===== src/rtl/nivel_caixa_sensor_acq_if.sv =====
// Probe inputs and validated level outputs of the tank-level acquisition front end.
// The producer side drives the raw probes; the acquisition block drives the levels.
interface nivel_caixa_sensor_acq_if;
    logic       probeHigh;
    logic       probeMedium;
    logic       probeLow;
    logic       highLevel;
    logic       mediumLevel;
    logic       lowLevel;
    logic [1:0] levelCode;
    logic       levelChanged;
    logic       sensorFault;

    modport master (
        output probeHigh, probeMedium, probeLow,
        input  highLevel, mediumLevel, lowLevel, levelCode, levelChanged, sensorFault
    );

    modport slave (
        input  probeHigh, probeMedium, probeLow,
        output highLevel, mediumLevel, lowLevel, levelCode, levelChanged, sensorFault
    );
endinterface


===== src/rtl/nivel_caixa_sensor_acq.sv =====
// Water-tank probe acquisition: synchronise and debounce three level probes, reject
// physically impossible combinations, and publish a registered level with change/fault flags.
module nivel_caixa_sensor_acq #(
    parameter int unsigned DEBOUNCE_CYCLES = 16,
    parameter int unsigned FAULT_CYCLES    = 64,
    parameter int unsigned CNT_W           = 8
) (
    input logic                     clock,
    input logic                     resetN,
    nivel_caixa_sensor_acq_if.slave bus
);
    localparam logic [CNT_W-1:0] DebLast   = CNT_W'(DEBOUNCE_CYCLES - 1);
    localparam logic [CNT_W-1:0] FaultLast = CNT_W'(FAULT_CYCLES - 1);

    typedef enum logic [1:0] {StValid, StSuspect, StFault, StRecover} state_e;

    logic [2:0]       raw;
    logic [2:0]       meta_q, sync_q;
    logic [2:0]       stable_q, stable_d;
    logic [CNT_W-1:0] deb_cnt_q [3];
    logic [CNT_W-1:0] deb_cnt_d [3];

    state_e           state_q, state_d;
    logic [CNT_W-1:0] fault_cnt_q, fault_cnt_d;
    logic             plausible;
    logic             load;
    logic             sensor_fault;

    logic [2:0]       level_q;
    logic [1:0]       code_q, code_d;
    logic             changed_q;

    // Bit order everywhere is {high, medium, low}.
    assign raw = {bus.probeHigh, bus.probeMedium, bus.probeLow};

    always_comb begin
        stable_d = stable_q;
        for (int i = 0; i < 3; i++) begin
            deb_cnt_d[i] = '0;
            if (sync_q[i] != stable_q[i]) begin
                if (deb_cnt_q[i] == DebLast) begin
                    stable_d[i] = sync_q[i];
                end else begin
                    deb_cnt_d[i] = deb_cnt_q[i] + 1'b1;
                end
            end
        end
    end

    always_ff @(posedge clock or negedge resetN) begin
        if (!resetN) begin
            meta_q   <= '0;
            sync_q   <= '0;
            stable_q <= '0;
            for (int i = 0; i < 3; i++) begin
                deb_cnt_q[i] <= '0;
            end
        end else begin
            meta_q    <= raw;
            sync_q    <= meta_q;
            stable_q  <= stable_d;
            deb_cnt_q <= deb_cnt_d;
        end
    end

    // Water fills bottom-up, so a wet probe implies every probe below it is wet.
    assign plausible = (stable_q == 3'b000) || (stable_q == 3'b001) ||
                       (stable_q == 3'b011) || (stable_q == 3'b111);

    always_ff @(posedge clock or negedge resetN) begin
        if (!resetN) begin
            state_q     <= StValid;
            fault_cnt_q <= '0;
        end else begin
            state_q     <= state_d;
            fault_cnt_q <= fault_cnt_d;
        end
    end

    always_comb begin
        state_d = state_q;
        unique case (state_q)
            StValid:   if (!plausible) state_d = StSuspect;
            StSuspect: begin
                if (plausible) begin
                    state_d = StValid;
                end else if (fault_cnt_q == FaultLast) begin
                    state_d = StFault;
                end
            end
            StFault:   if (plausible) state_d = StRecover;
            StRecover: begin
                if (!plausible) begin
                    state_d = StFault;
                end else if (fault_cnt_q == FaultLast) begin
                    state_d = StValid;
                end
            end
            default:   state_d = StValid;
        endcase

        // Shared counter: restarts on every transition, only runs while dwelling.
        fault_cnt_d = '0;
        if (state_d == state_q && (state_q == StSuspect || state_q == StRecover)) begin
            fault_cnt_d = fault_cnt_q + 1'b1;
        end
    end

    always_comb begin
        sensor_fault = (state_q == StFault) || (state_q == StRecover);
        load         = (state_q == StValid && plausible) ||
                       (state_q == StRecover && state_d == StValid);
    end

    always_comb begin
        code_d = 2'd0;
        if (stable_q[2]) begin
            code_d = 2'd3;
        end else if (stable_q[1]) begin
            code_d = 2'd2;
        end else if (stable_q[0]) begin
            code_d = 2'd1;
        end
    end

    always_ff @(posedge clock or negedge resetN) begin
        if (!resetN) begin
            level_q   <= '0;
            code_q    <= '0;
            changed_q <= 1'b0;
        end else begin
            changed_q <= load && (stable_q != level_q);
            if (load) begin
                level_q <= stable_q;
                code_q  <= code_d;
            end
        end
    end

    assign bus.highLevel    = level_q[2];
    assign bus.mediumLevel  = level_q[1];
    assign bus.lowLevel     = level_q[0];
    assign bus.levelCode    = code_q;
    assign bus.levelChanged = changed_q;
    assign bus.sensorFault  = sensor_fault;
endmodule


===== src/flat_wrapper.sv =====
// flat-port wrapper written by rule: the top's interface ports become plain ports
module nivel_caixa_sensor_acq_flat 
#(
    parameter int unsigned DEBOUNCE_CYCLES = 16,
    parameter int unsigned FAULT_CYCLES    = 64,
    parameter int unsigned CNT_W           = 8
)
  (clock, resetN, bus_probeHigh, bus_probeMedium, bus_probeLow, bus_highLevel, bus_mediumLevel, bus_lowLevel, bus_levelCode, bus_levelChanged, bus_sensorFault);
  nivel_caixa_sensor_acq_if bus_i ();
  input logic clock;
  input logic resetN;
  input wire logic [$bits(bus_i.probeHigh)-1:0] bus_probeHigh;
  input wire logic [$bits(bus_i.probeMedium)-1:0] bus_probeMedium;
  input wire logic [$bits(bus_i.probeLow)-1:0] bus_probeLow;
  output wire logic [$bits(bus_i.highLevel)-1:0] bus_highLevel;
  output wire logic [$bits(bus_i.mediumLevel)-1:0] bus_mediumLevel;
  output wire logic [$bits(bus_i.lowLevel)-1:0] bus_lowLevel;
  output wire logic [$bits(bus_i.levelCode)-1:0] bus_levelCode;
  output wire logic [$bits(bus_i.levelChanged)-1:0] bus_levelChanged;
  output wire logic [$bits(bus_i.sensorFault)-1:0] bus_sensorFault;
  assign bus_i.probeHigh = bus_probeHigh;
  assign bus_i.probeMedium = bus_probeMedium;
  assign bus_i.probeLow = bus_probeLow;
  assign bus_highLevel = bus_i.highLevel;
  assign bus_mediumLevel = bus_i.mediumLevel;
  assign bus_lowLevel = bus_i.lowLevel;
  assign bus_levelCode = bus_i.levelCode;
  assign bus_levelChanged = bus_i.levelChanged;
  assign bus_sensorFault = bus_i.sensorFault;
  nivel_caixa_sensor_acq #(.DEBOUNCE_CYCLES(DEBOUNCE_CYCLES), .FAULT_CYCLES(FAULT_CYCLES), .CNT_W(CNT_W)) u_core (.clock(clock), .resetN(resetN), .bus(bus_i));
endmodule

===== config.mk =====
export PLATFORM = sky130hd
export DESIGN_NAME = nivel_caixa_sensor_acq_flat
export DESIGN_NICKNAME = d
export VERILOG_FILES = /design/src/rtl/nivel_caixa_sensor_acq_if.sv /design/src/rtl/nivel_caixa_sensor_acq.sv /design/src/flat_wrapper.sv
export SDC_FILE = /design/constraint.sdc
export NUM_CORES = 1
export LEC_CHECK = 0
export ABC_AREA = 0
export CORE_ASPECT_RATIO = 1.75
export CORE_MARGIN = 3
export CORE_UTILIZATION = 40
export DETAILED_ROUTE_END_ITERATION = 10
export GPL_TIMING_DRIVEN = 0
export PLACE_DENSITY = 0.66
export REMOVE_ABC_BUFFERS = 1
export SLEW_MARGIN = 20
export SYNTH_ARGS = -nofsm -noshare
export SYNTH_HDL_FRONTEND = slang
export SYNTH_SLANG_ARGS = --single-unit

===== constraint.sdc =====
create_clock -name clock -period 3.45 [get_ports clock]
set_input_delay 0.345 -clock clock [delete_from_list [all_inputs] [get_ports clock]]
set_output_delay 0.345 -clock clock [all_outputs]
set_load 0.005 [all_outputs]

==> results.py, run 1 <==
metrics = {
    "layout": {
        "drive_gt1_share_pct": 7.04,
        "multiInputGateArea_um2": 921,
        "fillCellCount": 485,
        "final_nets": 221,
        "n_antenna_cell": 0,
        "seqCellArea_um2": 1230,
        "synthToLayoutAreaGrowth_pct": 13.4,
    },
    "clocking": {
        "cts_resized": 0,
        "cts_hold_buf": 0,
        "htreeDepth": 2,
        "post-cts-setup-buffers": 0,
        "clk_pin_slew_ns": 0.09,
        "clock_latency_ns": 0.30,
        "cts_max_path_buffers": 2,
        "cts_tree": "yes",
        "cts_made_buffers": 5,
        "cts_root_buf": "clkbuf_8",
        "cts.sinks": 49,
    },
    "route": {
        "first_pass_iters": 4,
        "remaining_drc_errors": 0,
        "viasPerCell": 5.31,
        "vias": 1419,
        "antenna_left": 0,
        "wl_per_cell_um": 12.7,
        "totalWireLength_um": 3380,
        "drt_iter0_drc": 49,
    },
    "grt": {
        "grt_pass1_wl_um": 6100,
        "grt_overflow": 0,
        "grt_max_degree": 26,
        "first_global_vias": 1420,
        "grt_util_all_layers_pct": 12.9,
        "antenna_found_initial": 0,
    },
    "logic_synthesis": {
        "ys.warnings.count": 0,
        "synth_top_area_share_pct": 56.5,
        "synthFlopType": "dfrtp_1",
        "syn_area_per_cell_um2": 11.0,
        "yosysSeqAreaShare_pct": 56.5,
        "synth-compound-area-share_pct": 6.17,
        "synth_most_common_cell": "dfrtp_1",
        "syn_area_um2": 2170,
        "ys_top_cells_by_area": "dfrtp_1 (57%), xor2_1 (7.3%), nor2_1 (5.9%), xnor2_1 (4.0%), nand3_1 (2.5%)",
        "synth_top_family_by_area": "simple AND/OR/NAND/NOR gates",
        "synthXorXnorAreaFrac_pct": 11.3,
        "synth-edff-count": 0,
        "synthCells": 197,
        "synth_top_cell_by_area": "dfrtp_1",
        "synth_cell_type_count": 35,
        "async_reset_ff_share_pct": 100,
        "ys_ff_latch": 49,
        "synth_fa_ha_area_share_pct": 2.31,
        "synth-simple-area-share_pct": 20.6,
        "netlist_top_cells_count": "dfrtp_1 (49), nor2_1 (34), xor2_1 (18), nand2_1 (14), nand3_1 (11)",
        "synthMuxAreaShare_pct": 2.08,
    },
    "sta": {
        "period_needed_ns": 1.66,
        "slew_viol_final": 0,
        "setup_viol": 0,
        "clock_skew_ns": 0.00762,
        "clock.fmax_ghz": 0.603,
        "slew_headroom_pct": 61.5,
        "fin_tns_setup_ns": 0,
        "fin_ws_ns": 1.79,
        "rsz0062_at_grt": "no",
        "finalHoldViolCount": 0,
        "tightestPinTransition_ns": 0.577,
        "fin_crit_sh_pct": 48.1,
    },
    "flow_run": {
        "cap_violations": 0,
    },
    "floorplan": {
        "core-area_um2": 5100,
        "die_y_um": 103,
        "num_io_pins": 12,
        "start_util_pct": 42.5,
        "num_rows": 34,
        "dieWidth_um": 61.7,
        "die-area_um2": 6380,
    },
    "power_and_ir_drop": {
        "p_sw_uw": 211,
        "peakVddDrop_v": 0.000174,
        "seqPwrFrac_pct": 56.8,
        "pwr-share-comb_pct": 3.4,
        "p_leak_nw": 1.16,
        "sw_frac_of_total_pct": 20.1,
        "pwr-share-clk_pct": 39.8,
        "power.density_nw_per_um2": 426,
        "intPower_uw": 837,
    },
    "placement": {
        "place_hpwl_um": 2430,
        "post-place-ws_ns": 1.79,
        "gp_congestion": 0.758,
        "portBuffers": 11,
    },
    "setup_path": {
        "crit_arrival_ns": 1.83,
        "critPathLaunchType": "flip-flop",
        "worstSetupPathType": "reg -> reg",
        "end_kind": "flip-flop",
        "crit_required_ns": 3.62,
        "crit_path_max_fanout": 14,
    },
    "outcome": {
        "status": "finished clean",
    },
    "hold_path": {
        "hp-class": "in -> async",
    },
}
-- stage by stage --
stage          cell area (µm²)  std cells  total power, mW  utilization (%)  hold slack [ns]
2_1_floorplan             2150        193            0.620                -           0.0494
3_3_place_gp              2330        258            0.641             45.6            0.335
3_5_place_dp              2340        259            0.644             45.9            0.335
4_1_cts                   2460        267             1.06             48.2           0.0455
5_1_grt                   2460        267             1.09             48.2           0.0674
6_report                  2460        267             1.05             48.2           0.0328
-- power groups by stage --
stage / combinational [mW] / sequential [mW] / clock (mW)
floorplan: 0.0155 / 0.604 / 0
global placement: 0.0348 / 0.606 / 0
detailed placement: 0.0372 / 0.607 / 0
CTS: 0.0377 / 0.595 / 0.431
global route: 0.0427 / 0.597 / 0.455
finish: 0.0359 / 0.595 / 0.417
-- registers in the layout (all words and copies together) (netlist names) --
register                 count
u_core.sync_q                3
u_core.level_q               3
u_core.bus.levelChanged      1
u_core.state_q               2
u_core.meta_q                3
u_core.fault_cnt_q           8
u_core.bus.levelCode         2
u_core.stable_q              3
u_core.deb_cnt_q            24
-- cells in the final DEF, fill, tap and decap left out, types with 2 or more instances in the layout --
cell             netlist  layout
clkbuf_8               0       6
nor2_1                34      34
ha_1                   4       4
nor4_1                 3       3
and4_1                 3       3
nor2b_1                2       2
xnor2_1               10      10
dfrtp_1               49      49
o21a_1                 2       2
and2_1                 6       6
clkdlybuf4s50_1        0      10
or3_1                  2       2
o22a_1                 2       2
mux2_2                 4       4
xor2_1                18      18
nand2_1               14      14
nor3_1                 3       3
nand4_1                3       3
o21ai_0                3       3
nand3_1               11      11
and3_1                 6       6
-- logic make-up (layout without fill, tap and decap cells) --
family,after synthesis,in the layout
and+or+nand+nor,91,91
DFF,49,49
AOI/OAI and AO/OA,16,16
xor gates and xnor gates,28,28
adders and majority gates,4,4
muxes,4,4
buffers and inverters,5,21
-- critical path, cell delays in order, from the launching register on --
cell	delay, ns
dfrtp_1	0.62
nor2b_1	0.14
or3_1	0.40
nand3_1	0.27
nor2_1	0.10
-- layout make-up --
class | instances | area share [%]
repair buffers | 12 | 5.09
clock inverters | 1 | 1.22
inverters | 1 | 0.153
clock buffers | 7 | 3.51
well taps | 54 | 2.75
multi-input cells | 143 | 37.4
flip-flops and latches | 49 | 49.8
-- layer usage --
layer,global-route usage (%),vias to the layer above,share of wire (%)
li1,-,701,-
met1,13.9,697,44
met2,22.2,15,51
met3,2.98,6,2.6
met4,7.35,0,2.8
met5,0,-,0
-- final timing paths --
path	startpoint	endpoint	slack [ns]	cells past startpoint
worst max-delay path	u_core.stable_q[1]	u_core.fault_cnt_q[5]	1.79	4
worst min-delay path	resetN	u_core.deb_cnt_q[11]	0.03	1
worst max register to register	u_core.stable_q[1]	u_core.fault_cnt_q[5]	1.79	4
worst min register to register	u_core.meta_q[1]	u_core.sync_q[1]	0.35	0
max in group asynchronous	resetN	u_core.deb_cnt_q[23]	2.88	2
min in group clock	u_core.meta_q[1]	u_core.sync_q[1]	0.35	0
Note: power is estimated with default switching activity, not from simulation.
==> run 2, diff against run 1 <==
Settings changed: PLACE_DENSITY 0.66 to 0.68.
Clock period 3.45 ns to 1.5 ns, I/O delays scaled along.
==> results.py, run 2 (synthesis gave the netlist of run 1 again) <==
metrics = {
    "route": {
        "antenna_left": 0,
        "vias": 1510,
        "wl_per_cell_um": 13.9,
        "viasPerCell": 5.47,
        "remaining_drc_errors": 0,
        "first_pass_iters": 4,
        "drt_iter0_drc": 66,
        "totalWireLength_um": 3850,
    },
    "outcome": {
        "violations": "setup timing",
        "status": "complete, but fails checks",
    },
    "setup_path": {
        "worstSetupPathType": "reg -> reg",
        "crit_slowest_cell": "dfrtp_1",
        "ff2ff_path_depth": 5,
        "end_kind": "flip-flop",
        "critPathLaunchType": "flip-flop",
        "path_cells": "ha_4 > and4_4 > a31oi_4 > o31a_1 > o221a_1",
        "r2r_end": "u_core.bus.levelCode[0]",
        "cpPeakStageDelay_ns": 0.43,
        "crit_arrival_ns": 1.72,
        "reg2reg_slack_ns": -0.03,
        "r2r-start": "u_core.fault_cnt_q[1]",
        "crit_required_ns": 1.68,
        "crit_path_max_fanout": 5,
    },
    "floorplan": {
        "die_y_um": 103,
        "start_util_pct": 42.5,
        "num_rows": 34,
        "num_io_pins": 12,
        "dieWidth_um": 61.7,
        "die-area_um2": 6380,
        "core-area_um2": 5100,
    },
    "clocking": {
        "cts_made_buffers": 5,
        "clk_pin_slew_ns": 0.09,
        "cts_max_path_buffers": 2,
        "cts.sinks": 49,
        "clock_latency_ns": 0.29,
        "htreeDepth": 2,
        "cts_root_buf": "clkbuf_8",
        "cts_tree": "yes",
    },
    "grt": {
        "grt_pass1_wl_um": 6540,
        "first_global_vias": 1492,
        "grt_overflow": 0,
        "antenna_found_initial": 0,
        "grt_max_degree": 27,
        "grt_util_all_layers_pct": 13.8,
    },
    "sta": {
        "fin_crit_sh_pct": 102,
        "rsz0062_at_grt": "yes",
        "whs_ns": 0.283,
        "finalHoldViolCount": 0,
        "period_needed_ns": 1.53,
        "tightestPinTransition_ns": 0.560,
        "slew_viol_final": 0,
        "fin_ws_ns": -0.0346,
        "clock_skew_ns": 0.00621,
        "slew_headroom_pct": 62.7,
        "setup_viol": 1,
        "clock.fmax_ghz": 0.652,
    },
    "placement": {
        "gp_congestion": 0.752,
        "placedInstanceArea_um2": 2340,
        "placed_cells": 259,
        "post-place-ws_ns": -0.146,
        "portBuffers": 11,
        "place_hpwl_um": 2600,
    },
    "layout": {
        "finalNonFillerCells": 276,
        "fin_util_pct": 50.4,
        "final_nets": 230,
        "largest_registers": "u_core.deb_cnt_q (24), u_core.fault_cnt_q (8)",
        "final_cell_mix": "dfrtp_1 (45), nor2_1 (34), xor2_1 (18)",
        "drive_gt1_share_pct": 14.0,
        "regMostFlops": "u_core.deb_cnt_q",
        "mostFrequentLayoutCell": "dfrtp_1",
        "n_antenna_cell": 0,
        "synthToLayoutAreaGrowth_pct": 18.6,
        "largest_reg_flops": 24,
        "finalInstanceArea_um2": 2570,
    },
    "power_and_ir_drop": {
        "peakVddDrop_v": 0.000534,
        "power.density_nw_per_um2": 940,
        "p_leak_nw": 1.19,
    },
    "flow_run": {
        "cap_violations": 0,
    },
    "hold_path": {
        "hold_end": "u_core.meta_q[1]",
        "min-delay-start": "bus_probeMedium",
        "hold_depth": 1,
        "hp-class": "in -> reg",
    },
}
[run 2: cell types whose count changed in the layout (fill, tap and decap cells not counted), sizes merged]
cell / before / now
dlygate4sd3: 0 / 1
buf: 2 / 9
a31oi: 2 / 3
[run 2: cell type report]
class,count,area [µm²]
fillers,467,2530
flip-flops and latches,49,1230
multi-input cells,144,966
repair buffers,20,188
clock buffers,7,86.3
well taps,54,67.6
clock inverters,1,30.0
inverters,1,3.75
[run 2: through the flow]
| step | total power [mW] | TNS (ns) |
|---|---|---|
| after global placement | 1.47 | -57.40 |
| after CTS | 2.46 | -0.0262 |
| after floorplan | 1.43 | -0.0393 |
| final | 2.42 | -0.0346 |
| after global routing | 2.52 | -0.152 |
| after detailed placement | 1.48 | -1.24 |
[run 2: how the worst max path moves through the flow]
stage	startpoint	to	slack, ns	cells after the start
2_1_floorplan	u_core.fault_cnt_q[0]	u_core.bus.levelCode[0]	-0.04	5
3_3_place_gp	resetN	u_core.deb_cnt_q[16]	-1.15	1
3_5_place_dp	u_core.fault_cnt_q[0]	u_core.bus.levelCode[0]	-0.15	5
4_1_cts	u_core.fault_cnt_q[0]	u_core.bus.levelCode[0]	-0.03	5
5_1_grt	u_core.fault_cnt_q[1]	u_core.bus.levelCode[0]	-0.09	5
6_report	u_core.fault_cnt_q[1]	u_core.bus.levelCode[0]	-0.03	5
[run 2: power breakdown]
group | switching (mW) | internal [mW] | leakage (nW) | total, mW
clock network | 0.420 | 0.544 | 0.0585 | 0.964
logic | 0.0492 | 0.0361 | 0.477 | 0.0853
registers | 0.0202 | 1.35 | 0.656 | 1.37
total | 0.490 | 1.93 | 1.19 | 2.42
[run 2: timing repair]
action | 4_1_cts | 5_1_grt
endpoints found under the setup margin | 12 | 12
hold buffers | 1 | 0
buffers inserted | 6 | 1
resized for setup | 6 | 7
gates cloned | 0 | 1
pin swaps | 2 | 5
hold endpoints to repair | 23 | 0
[run 2: layer usage]
layer | part of all wire (%) | GRT usage [%]
met5 | 0 | 0
met1 | 39 | 14.3
met3 | 3.5 | 3.23
met2 | 56 | 24.7
met4 | 2.0 | 6.86
[run 2: critical path, delay by kind of cell, from the launching register on]
kind                       cells  cell delay, ns
adders and majority gates      1            0.18
DFF                            1            0.43
AOI/OAI and AO/OA              3            0.57
and+or+nand+nor                1            0.25
==> run 3, diff against run 2 <==
Settings changed: ABC_AREA 0 to not set, CORE_MARGIN 3 to not set, REMOVE_ABC_BUFFERS 1 to not set.
==> results.py, run 3 (synthesis gave the netlist of run 1 again) <==
metrics = {
    "layout": {
        "synthToLayoutAreaGrowth_pct": 18.9,
        "drive_gt1_share_pct": 13.0,
        "largest_registers": "u_core.deb_cnt_q (24), u_core.fault_cnt_q (8)",
        "regMostFlops": "u_core.deb_cnt_q",
        "largest_reg_flops": 24,
        "mostFrequentLayoutCell": "dfrtp_1",
        "n_antenna_cell": 0,
        "final_nets": 231,
        "fillCellCount": 477,
        "finalInstanceArea_um2": 2580,
        "final_cell_mix": "dfrtp_1 (48), nor2_1 (34), xor2_1 (18)",
    },
    "power_and_ir_drop": {
        "p_leak_nw": 1.23,
        "peakVddDrop_v": 0.000507,
        "power.density_nw_per_um2": 997,
        "p_total_mw": 2.57,
    },
    "route": {
        "remaining_drc_errors": 0,
        "drt_iter0_drc": 34,
        "viasPerCell": 5.18,
        "totalWireLength_um": 3680,
        "wl_per_cell_um": 13.2,
        "antenna_left": 0,
        "vias": 1439,
        "first_pass_iters": 4,
    },
    "placement": {
        "portBuffers": 11,
        "place_hpwl_um": 2590,
        "gp_congestion": 0.789,
        "placedInstanceArea_um2": 2370,
    },
    "floorplan": {
        "core-area_um2": 5260,
        "die-area_um2": 5730,
        "dieWidth_um": 57.7,
        "die_y_um": 99.4,
        "start_util_pct": 41.3,
        "num_io_pins": 12,
        "num_rows": 35,
    },
    "grt": {
        "first_global_vias": 1485,
        "grt_util_all_layers_pct": 15.2,
        "grt_max_degree": 29,
        "grt_pass1_wl_um": 6760,
        "antenna_found_initial": 0,
        "grt_overflow": 0,
    },
    "hold_path": {
        "hold_depth": 1,
        "hold_end": "u_core.meta_q[0]",
        "hp-class": "in -> reg",
        "min-delay-start": "bus_probeLow",
    },
    "clocking": {
        "htreeDepth": 2,
        "cts_max_path_buffers": 2,
        "cts_made_buffers": 5,
        "cts.sinks": 49,
        "clock_latency_ns": 0.30,
        "cts_root_buf": "clkbuf_8",
        "cts_tree": "yes",
        "clk_pin_slew_ns": 0.09,
    },
    "setup_path": {
        "worstSetupPathType": "reg -> reg",
        "r2r-start": "u_core.fault_cnt_q[0]",
        "ff2ff_path_depth": 5,
        "end_kind": "flip-flop",
        "critPathLaunchType": "flip-flop",
        "crit_arrival_ns": 1.70,
        "crit_path_max_fanout": 8,
        "crit_family": "compound AO/OA/AOI/OAI gates",
        "reg2reg_slack_ns": -0.002,
        "crit_slowest_cell": "dfrtp_1",
        "cpPeakStageDelay_ns": 0.40,
        "crit_required_ns": 1.70,
        "path_buf_inv": 0,
        "path_cells": "ha_4 > and4_4 > a31oi_4 > o31a_1 > o221a_1",
        "r2r_end": "u_core.bus.levelCode[0]",
    },
    "outcome": {
        "violations": "setup timing",
        "status": "complete, but fails checks",
    },
    "sta": {
        "slew_viol_final": 0,
        "rsz0062_at_grt": "yes",
        "whs_ns": 0.284,
        "clock.fmax_ghz": 0.666,
        "fin_ws_ns": -0.00181,
        "tightestPinTransition_ns": 0.527,
        "period_needed_ns": 1.50,
        "fin_crit_sh_pct": 100,
        "finalHoldViolCount": 0,
        "clock_skew_ns": 0.00720,
        "slew_headroom_pct": 64.9,
        "setup_viol": 1,
    },
    "flow_run": {
        "cap_violations": 0,
    },
    "logic_synthesis": {
        "syn-num-nets": 206,
    },
}
[run 3: changes by cell type in the layout (fill, tap and decap cells not counted), sizes merged]
cell / before / now
clkdlybuf4s50: 10 / 9
bufinv: 1 / 2
a31oi: 3 / 2
dlymetal6s2s: 0 / 1
inv: 1 / 2
[run 3: what timing repair did]
| item | in CTS | in global routing |
|---|---|---|
| endpoints found under the hold margin | 21 | 0 |
| setup buffers | 2 | 3 |
| setup endpoints to repair | 9 | 14 |
| hold buffers | 1 | 0 |
| pin swaps | 0 | 3 |
| gates cloned | 0 | 0 |
| resized for setup | 2 | 6 |
[run 3: layer usage]
layer | wire (µm) | global-route usage [%]
met1 | 1600 | 18.7
met2 | 1950 | 25.9
met3 | 67 | 2.34
met4 | 63 | 6.59
met5 | 0 | 0
[run 3: area by class of cell]
type	instances	area [µm²]	area share, %
multi-input combinational	143	946	36.7
timing repair buffer	18	175	6.79
sequential	49	1230	47.6
buffer	4	21.3	0.824
tap	55	68.8	2.67
clock inverter	3	68.8	2.67
inverter	1	3.75	0.145
clock buffer	5	68.8	2.67
[run 3: power by group]
group / switching [mW] / leakage [nW] / internal, mW / total (mW)
clock: 0.447 / 0.0687 / 0.671 / 1.12
sequential: 0.0209 / 0.662 / 1.35 / 1.37
combinational: 0.0502 / 0.499 / 0.0360 / 0.0862
total: 0.518 / 1.23 / 2.05 / 2.57
[run 3: how the worst max path moves through the flow]
stage                         endpoint  cells after the start             startpoint
6_report       u_core.bus.levelCode[0]                      5  u_core.fault_cnt_q[0]
5_1_grt        u_core.bus.levelCode[0]                      5  u_core.fault_cnt_q[0]
4_1_cts        u_core.bus.levelCode[0]                      5  u_core.fault_cnt_q[1]
3_5_place_dp   u_core.bus.levelCode[0]                      5  u_core.fault_cnt_q[0]
3_3_place_gp      u_core.deb_cnt_q[21]                      1                 resetN
2_1_floorplan  u_core.bus.levelCode[0]                      5  u_core.fault_cnt_q[0]
[run 3: through the flow]
step                TNS [ns]  utilization, %  cells  worst slack, ns
floorplan                  0               -    197          0.00688
global placement      -56.11            44.8    263            -1.14
detailed placement    -0.306            45.1    264          -0.0795
CTS                  -0.0323            48.3    275          -0.0323
global route         -0.0653            49.1    278          -0.0499
finish              -0.00181            49.1    278         -0.00181
